<file path="src/rtl/trap_int_pkg.sv">
// Shared types and widths for the trapezoid integrator controller and its surface calculator.
package trap_int_pkg;

    localparam int SAMPLE_W = 16;
    localparam int SURF_W   = 32;

    typedef enum logic [2:0] {
        IDLE,
        PRIME,
        RUN,
        DRAIN,
        DONE
    } state_t;

endpackage

</file>
<file path="src/rtl/trapezoid_surf_calc.sv">
// Registered trapezoid partial surface: surf = (a + b) << 3, captured when en is high.
module trapezoid_surf_calc
    import trap_int_pkg::*;
(
    input  logic                clk,
    input  logic                en,
    input  logic [SAMPLE_W-1:0] a,
    input  logic [SAMPLE_W-1:0] b,
    output logic [SURF_W-1:0]   surf,
    output logic                valid
);

    // NOTE: these registers are deliberately unreset; the consumer qualifies surf
    // with its own reset flop, so power-up contents are never observed.
    always_ff @(posedge clk) begin
        if (en) begin
            surf  <= SURF_W'((SURF_W'(a) + SURF_W'(b)) << 3);
            valid <= 1'b1;
        end
    end

endmodule

</file>
<file path="src/rtl/trapezoid_integrator_ctrl.sv">
// Pairs consecutive samples into the surface calculator and accumulates the
// returned partial surfaces over a programmed sample count, saturating on overflow.
module trapezoid_integrator_ctrl
    import trap_int_pkg::*;
#(
    parameter int ACC_W = 48,
    parameter int CNT_W = 16
) (
    input  logic                clk,
    input  logic                rst_n,
    input  logic                start,
    input  logic [CNT_W-1:0]    num_samples,
    input  logic                s_valid,
    input  logic [SAMPLE_W-1:0] s_data,
    output logic                s_ready,
    output logic [ACC_W-1:0]    result,
    output logic                result_valid,
    output logic                busy,
    output logic                overflow,
    output logic                err_cfg
);

    localparam int SUM_W = ((ACC_W > SURF_W) ? ACC_W : SURF_W) + 1;

    state_t              state_q, state_d;
    logic [CNT_W-1:0]    n_q;
    logic [CNT_W-1:0]    cnt_q;
    logic [CNT_W-1:0]    cnt_inc;
    logic [SAMPLE_W-1:0] prev_q;
    logic [ACC_W-1:0]    acc_q;
    logic                issue_d;
    logic                calc_en;
    logic [SURF_W-1:0]   surf;
    logic                calc_valid_unused;
    logic [SUM_W-1:0]    sum;
    logic                sum_ovf;
    logic                accept;

    trapezoid_surf_calc u_calc (
        .clk   (clk),
        .en    (calc_en),
        .a     (prev_q),
        .b     (s_data),
        .surf  (surf),
        .valid (calc_valid_unused)
    );

    assign cnt_inc = cnt_q + CNT_W'(1);
    assign accept  = s_valid && s_ready;
    // Wide enough that a carry out of the accumulator is always visible.
    assign sum     = SUM_W'(acc_q) + SUM_W'(surf);
    assign sum_ovf = |sum[SUM_W-1:ACC_W];

    // NOTE: all nets written here get a default first so no latch is inferred.
    always_comb begin
        state_d = state_q;
        s_ready = 1'b0;
        calc_en = 1'b0;
        case (state_q)
            IDLE: begin
                if (start) begin
                    state_d = (num_samples < CNT_W'(2)) ? DONE : PRIME;
                end
            end
            PRIME: begin
                s_ready = 1'b1;
                if (s_valid) begin
                    state_d = RUN;
                end
            end
            RUN: begin
                s_ready = 1'b1;
                if (s_valid) begin
                    calc_en = 1'b1;
                    if (cnt_inc == n_q) begin
                        state_d = DRAIN;
                    end
                end
            end
            DRAIN:   state_d = DONE;
            DONE:    state_d = IDLE;
            default: state_d = IDLE;
        endcase
    end

    // NOTE: sequential state uses non-blocking assignments so every flop samples
    // pre-edge values regardless of statement order.
    always_ff @(posedge clk or negedge rst_n) begin
        if (!rst_n) begin
            state_q <= IDLE;
        end else begin
            state_q <= state_d;
        end
    end

    always_ff @(posedge clk or negedge rst_n) begin
        if (!rst_n) begin
            n_q          <= '0;
            cnt_q        <= '0;
            prev_q       <= '0;
            acc_q        <= '0;
            issue_d      <= 1'b0;
            result       <= '0;
            result_valid <= 1'b0;
            busy         <= 1'b0;
            overflow     <= 1'b0;
            err_cfg      <= 1'b0;
        end else begin
            issue_d <= calc_en;

            // surf is only trustworthy the cycle after an issue.
            if (issue_d) begin
                if (sum_ovf) begin
                    acc_q    <= '1;
                    overflow <= 1'b1;
                end else begin
                    acc_q <= sum[ACC_W-1:0];
                end
            end

            case (state_q)
                IDLE: begin
                    if (start) begin
                        n_q          <= num_samples;
                        result_valid <= 1'b0;
                        overflow     <= 1'b0;
                        acc_q        <= '0;
                        cnt_q        <= '0;
                        err_cfg      <= (num_samples < CNT_W'(2));
                        busy         <= (num_samples >= CNT_W'(2));
                    end
                end
                PRIME: begin
                    if (accept) begin
                        prev_q <= s_data;
                        cnt_q  <= CNT_W'(1);
                    end
                end
                RUN: begin
                    if (accept) begin
                        prev_q <= s_data;
                        cnt_q  <= cnt_inc;
                    end
                end
                DONE: begin
                    result       <= acc_q;
                    result_valid <= 1'b1;
                    busy         <= 1'b0;
                end
                default: ;
            endcase
        end
    end

endmodule
</file>
<file path="config.mk">
export PLATFORM = sky130hd
export DESIGN_NAME = trapezoid_integrator_ctrl
export DESIGN_NICKNAME = d
export VERILOG_FILES = /design/src/rtl/trap_int_pkg.sv /design/src/rtl/trapezoid_surf_calc.sv /design/src/rtl/trapezoid_integrator_ctrl.sv
export SDC_FILE = /design/constraint.sdc
export NUM_CORES = 1
export LEC_CHECK = 0
export BUFFER_PORTS_ARGS = -buffer_cell sky130_fd_sc_hd__buf_2
export CORE_MARGIN = 1
export CORE_UTILIZATION = 55
export CTS_BUF_LIST = sky130_fd_sc_hd__clkbuf_16
export CTS_CLUSTER_SIZE = 25
export DETAILED_ROUTE_END_ITERATION = 8
export GPL_TIMING_DRIVEN = 0
export PLACE_DENSITY = 0.75
export REMOVE_ABC_BUFFERS = 1
export SLEW_MARGIN = 20
export SYNTH_ARGS = -nofsm -noshare
export SYNTH_HDL_FRONTEND = slang
export SYNTH_SLANG_ARGS = --single-unit
export TNS_END_PERCENT = 1
</file>
<file path="constraint.sdc">
create_clock -name clk -period 8.02 [get_ports clk]
set_input_delay 2.406 -clock clk [delete_from_list [all_inputs] [get_ports clk]]
set_output_delay 2.406 -clock clk [all_outputs]
set_load 0.03 [all_outputs]
</file>
-- Yosys cells after proc, flatten, opt, wreduce, memory -nomap -nowiden
Cells that the tools add are included.
- word-level logic and storage cells: 63
- register bits: 181
- output and inout bits: 53
- bits of input ports: 36
- reductions and logical operators: 10
- mux-type cells: 25
- equality and inequality tests: 11
- $lt $le $gt $ge: 2
- add/sub/neg operators: 3
- operator list (operator ; count):
    $mux 48 ; 4
    $add 48x32->49 ; 1
    $mux 16 ; 3
    $pmux 16 s3 ; 1
    $add 16x16->17 ; 1
    $add 16x1->16 const B ; 1
    $eq 16x16->1 ; 1
    $ge 16x2->1 const B ; 1
    $lt 16x2->1 const B ; 1
    $mux 3 ; 5
    $ne 2x2->1 const B ; 6
    $pmux 3 s4 ; 1
    $mux 1 ; 9
    $reduce_and 4->1 ; 2
    $eq 3x2->1 const B ; 2
    $reduce_and 2->1 ; 3
    $pmux 1 s2 ; 2
    $eq 3x1->1 const B ; 1
    $eq 3x3->1 const B ; 1
    $logic_not 3->1 ; 1
    $reduce_bool 3->1 ; 1
    $reduce_bool 2->1 ; 1
    $reduce_or 2->1 ; 1
    $logic_and 1x1->1 ; 1

-- Longest topological paths before layout
- word-level depth: 6
- gate-level depth with buffers: 11
- mapped depth without buffers: 10

-- Modules after synthesis
From an unflattened synthesis, not the netlist that was laid out.
- cells, all modules: 1012
- area total of the unflattened synthesis: 9892.0 um2
- by module, submodules not included (module ; seq. area each (um2) ; cells each ; times used ; area each (um2)):
    trapezoid_integrator_ctrl ; 3803.6 ; 876 ; 1 ; 8528.2
    trapezoid_surf_calc ; 510.5 ; 136 ; 1 ; 1363.8

-- Least setup slack after synthesis
Ideal clock, no wire load.
- path kind: in2reg
- start: in s_data[0]
- end: reg u_calc.surf[19], data pin
- buffers on the path: 0
- data arrival time: 4178 ps
- stages: 10
- data required time: 7749 ps
- library setup time: 271 ps
- path slack: 3571 ps
- path through: ha_1 inv_1 fa_1 nor2b_1 o21ai_1 a21boi_1 o311a_1 or2_1 a2111oi_0 nor3_1
- word-level cells in the longest chain between the ends: 1
- RTL lines (item ; RTL line ; RTL):
    from (decl) ; trapezoid_integrator_ctrl.sv:14 ; input logic [SAMPLE_W-1:0] s_data,
    $add 16x16->17 ; trapezoid_surf_calc.sv:17 ; surf <= SURF_W'((SURF_W'(a) + SURF_W'(b)) << 3);
    to (signal assigned) ; trapezoid_surf_calc.sv:17 ;
    to (decl) ; trapezoid_surf_calc.sv:9 ; output logic [SURF_W-1:0] surf,
Every way passes these cells.
A chain may end at the register's enable or synchronous reset.

-- Worst setup path after layout
Same ends and word-level chain as after synthesis.

==> flow_summary.yaml <==
flow_run:
  drv_cap: 0
synthesis:
  synthTopCellsByArea: "dfrtp_1, mux2_2, edfxtp_1, ha_1, nand2_1"
  ys_seq_area_share_pct: 48.0
  synth_warnings: 0
  ys_types: 64
  netlist_instances: 853
  yosys_register_bits: 169
  synth_edf_count: 17
  synthFlopType: "dfrtp_1"
  synth_top_area_share_pct: 42.3
  yosysTopAreaCell: "dfrtp_1"
  postSynth.asyncResetShare_pct: 89.9
  netlist_area_sq_um: 8980
  syn_area_per_cell_sq_um: 10.5
setup_path:
  timing.rr.end: "acc_q[47]"
  path_class: "input pin to flop"
  critPathCaptureType: "flop"
  required_ns: 8.18
  reg2regPathDepth: 10
  r2r-start: "acc_q[3]"
  crit_fanout: 3
  r2r_slack_ns: 4.35
  slowest_stage: "o311a_1"
  cp_num_cells: 11
  start_kind: "input pin"
  path_cells: "buf_2 > ha_1 > inv_1 > fa_1 > nor2b_1 > o21ai_1 > a21boi_1 > o311a_1 > or2_1 > a2111oi_0 > nor3_1"
  crit_buf_inv: 2
  crit_family: "compound AO/OA/AOI/OAI gates"
  max_stage_delay_ns: 0.40
  critPathArrivalTime_ns: 4.54
sta:
  tns_ns: 0
  finalCriticalPeriod_ns: 4.38
  final_hold_viol_count: 0
  fin_ws_ns: 3.64
  rsz0062_at_grt: "false"
  fin_skew_ns: 0.0163
  fin_crit_sh_pct: 54.6
  setup_violations: 0
  fmax_mhz: 228
  finalMaxSlewViolations: 0
  fin_hold_ws_ns: 0.473
  slew_headroom_pct: 26.2
  worst_pin_slew_ns: 1.11
clock_network:
  cts-root-buf: "clkbuf_16"
  cts_sinks: 169
  cts-buffers-inserted: 17
  cts_max_level: 4
  cts_buffer_depth: 2
  clk_latency_ns: 0.43
  post-cts-setup-buffers: 0
  ctsResizeCount: 0
  ctsHoldBuffers: 0
  tritoncts: "yes"
  clkSlewWorstSetupHoldPaths_ns: 0.07
power_and_ir_drop:
  ir_worst_vdd_v: 0.000176
  pwr_density_cell_nw_per_um2: 329
  leakage_nw: 4.76
hold_path:
  hold_class: "flop to flop"
  hold_path_depth: 1
  min-delay-start: "result_valid"
  worstHoldEndpoint: "result_valid"
routing:
  ant_nets: 0
  avgViaCountPerCell: 5.76
  wl_per_cell_microns: 15.6
  num_vias: 6628
  first_pass_iters: 4
  wl_met1_mm: 8.60
  drt_wl_total_mm: 18.0
  met3_length_microns: 627
  drcViolationCount: 0
  maxUsedRoutingLayer: "met4"
  first_iter_violations: 363
  met2_length_mm: 8.50
cells_and_area:
  nFillCells: 1318
  multi_input_area_sq_um: 4450
  stdcell_count: 1151
  n_antenna_cell: 0
  nNetsFinal: 994
  final_area_sq_um: 10200
  seq_area_sq_um: 4320
  drive_above_1_share_pct: 22.1
  area_delta_synth_final_pct: 13.9
place:
  io_buffers: 88
  place_congestion: 0.841
  dpl_cell_area_sq_um: 9620
  place_ws_ns: 3.22
  hpwl_mm: 12.3
  place_inst: 1119
die:
  core-area_sq_um: 15900
  die_h_microns: 130
  die_x_microns: 130
  die_area_sq_um: 16900
  rows: 46
  io_pins: 89
  start_util_pct: 56.4
grt:
  first_global_vias: 6259
  antenna_found_initial: 0
  grt.total_usage_pct: 22.8
  grt_pass1_wl_mm: 30.2
  overflow: 0
  grt_max_degree: 78
run_status:
  outcome: "finished, final reports clean"
-- synth_stat cells, types with 4 or more instances --
cell type,number
and4_1,8
a311oi_1,4
nor4_1,4
a21oi_1,50
clkbuf_1,35
o31ai_1,10
mux2_2,64
a31oi_1,21
xor2_1,26
nor3_1,14
edfxtp_1,17
mux2i_1,5
o211ai_1,16
and3_1,15
dfrtp_1,152
o21ai_1,8
a211oi_1,4
o21bai_1,5
nor2_1,47
a31oi_4,10
o21ai_0,50
nand2b_1,7
xnor2_1,35
inv_1,17
a21o_1,12
and2_1,5
nand4_1,6
nand3_1,20
nor2b_1,5
ha_1,34
nand2_1,99
-- layout by cell type, fill, tap and decap left out, types with 5 or more instances in the layout --
master	Yosys	layout
o21bai_1	5	5
edfxtp_1	17	17
and4_1	8	8
nand2b_1	7	7
nor3_1	14	14
ha_1	34	34
a21oi_1	50	50
dfrtp_1	152	151
a31oi_1	21	21
xnor2_1	35	35
buf_2	1	87
mux2i_1	5	5
clkbuf_16	0	19
nand4_1	6	6
nor2b_1	5	5
xor2_1	26	26
inv_1	17	17
mux2_2	64	64
nor2_1	47	45
o211ai_1	16	16
nand2_1	99	99
nand3_1	20	20
a31oi_4	10	10
o21ai_1	8	8
a21o_1	12	12
o31ai_1	10	10
o21ai_0	50	50
and3_1	15	15
-- through the flow --
stage          power, mW  util, %
2_1_floorplan       2.21        -
3_3_place_gp        2.49     59.7
3_5_place_dp        2.54     60.3
4_1_cts             3.39     64.2
5_1_grt             3.58     64.2
6_report            3.37     64.2
-- where the power goes --
group	internal (mW)	switching, mW
sequential	1.08	0.140
clock	0.496	0.342
combinational	0.542	0.763
-- routing by layer --
layer  up-vias  GRT usage, %
met2       143          37.1
met4         0          7.73
li1       3247             -
met1      3217          30.9
met3        21          4.26
met5         -             0
-- registers in the layout (all words and copies together) (netlist names) --
register      count
busy              1
state_q           3
u_calc.surf      17
overflow          1
issue_d           1
acc_q            48
prev_q           16
result_valid      1
err_cfg           1
result           48
n_q              16
cnt_q            16
-- cell families (layout without fill, tap and decap cells) --
group,after synthesis,in the layout,synth area share (%)
buf+inv,58,140,2.66
compound gates,215,215,16.6
flops,169,169,48.0
mux,69,69,8.58
simple gates,245,245,13.1
fa+ha+maj,36,36,5.18
xor+xnor,61,61,5.95
-- area by class of cell --
cell class                 instances  share of cell area (%)
clock inverter                    13                    1.33
timing repair buffer              91                    5.14
tap                              216                    2.64
multi-input combinational        626                    43.4
sequential                       169                    42.2
inverter                          17                   0.624
clock buffer                      19                    4.65
-- how the worst max path moves through the flow --
stage | from | endpoint
floorplan | s_data[0] | u_calc.surf[19]
global placement | rst_n | cnt_q[0]
detailed placement | s_data[0] | u_calc.surf[19]
CTS | s_data[0] | u_calc.surf[19]
global route | s_valid | cnt_q[3]
finish | s_data[0] | u_calc.surf[19]
Power figures use the tool's default switching activity.
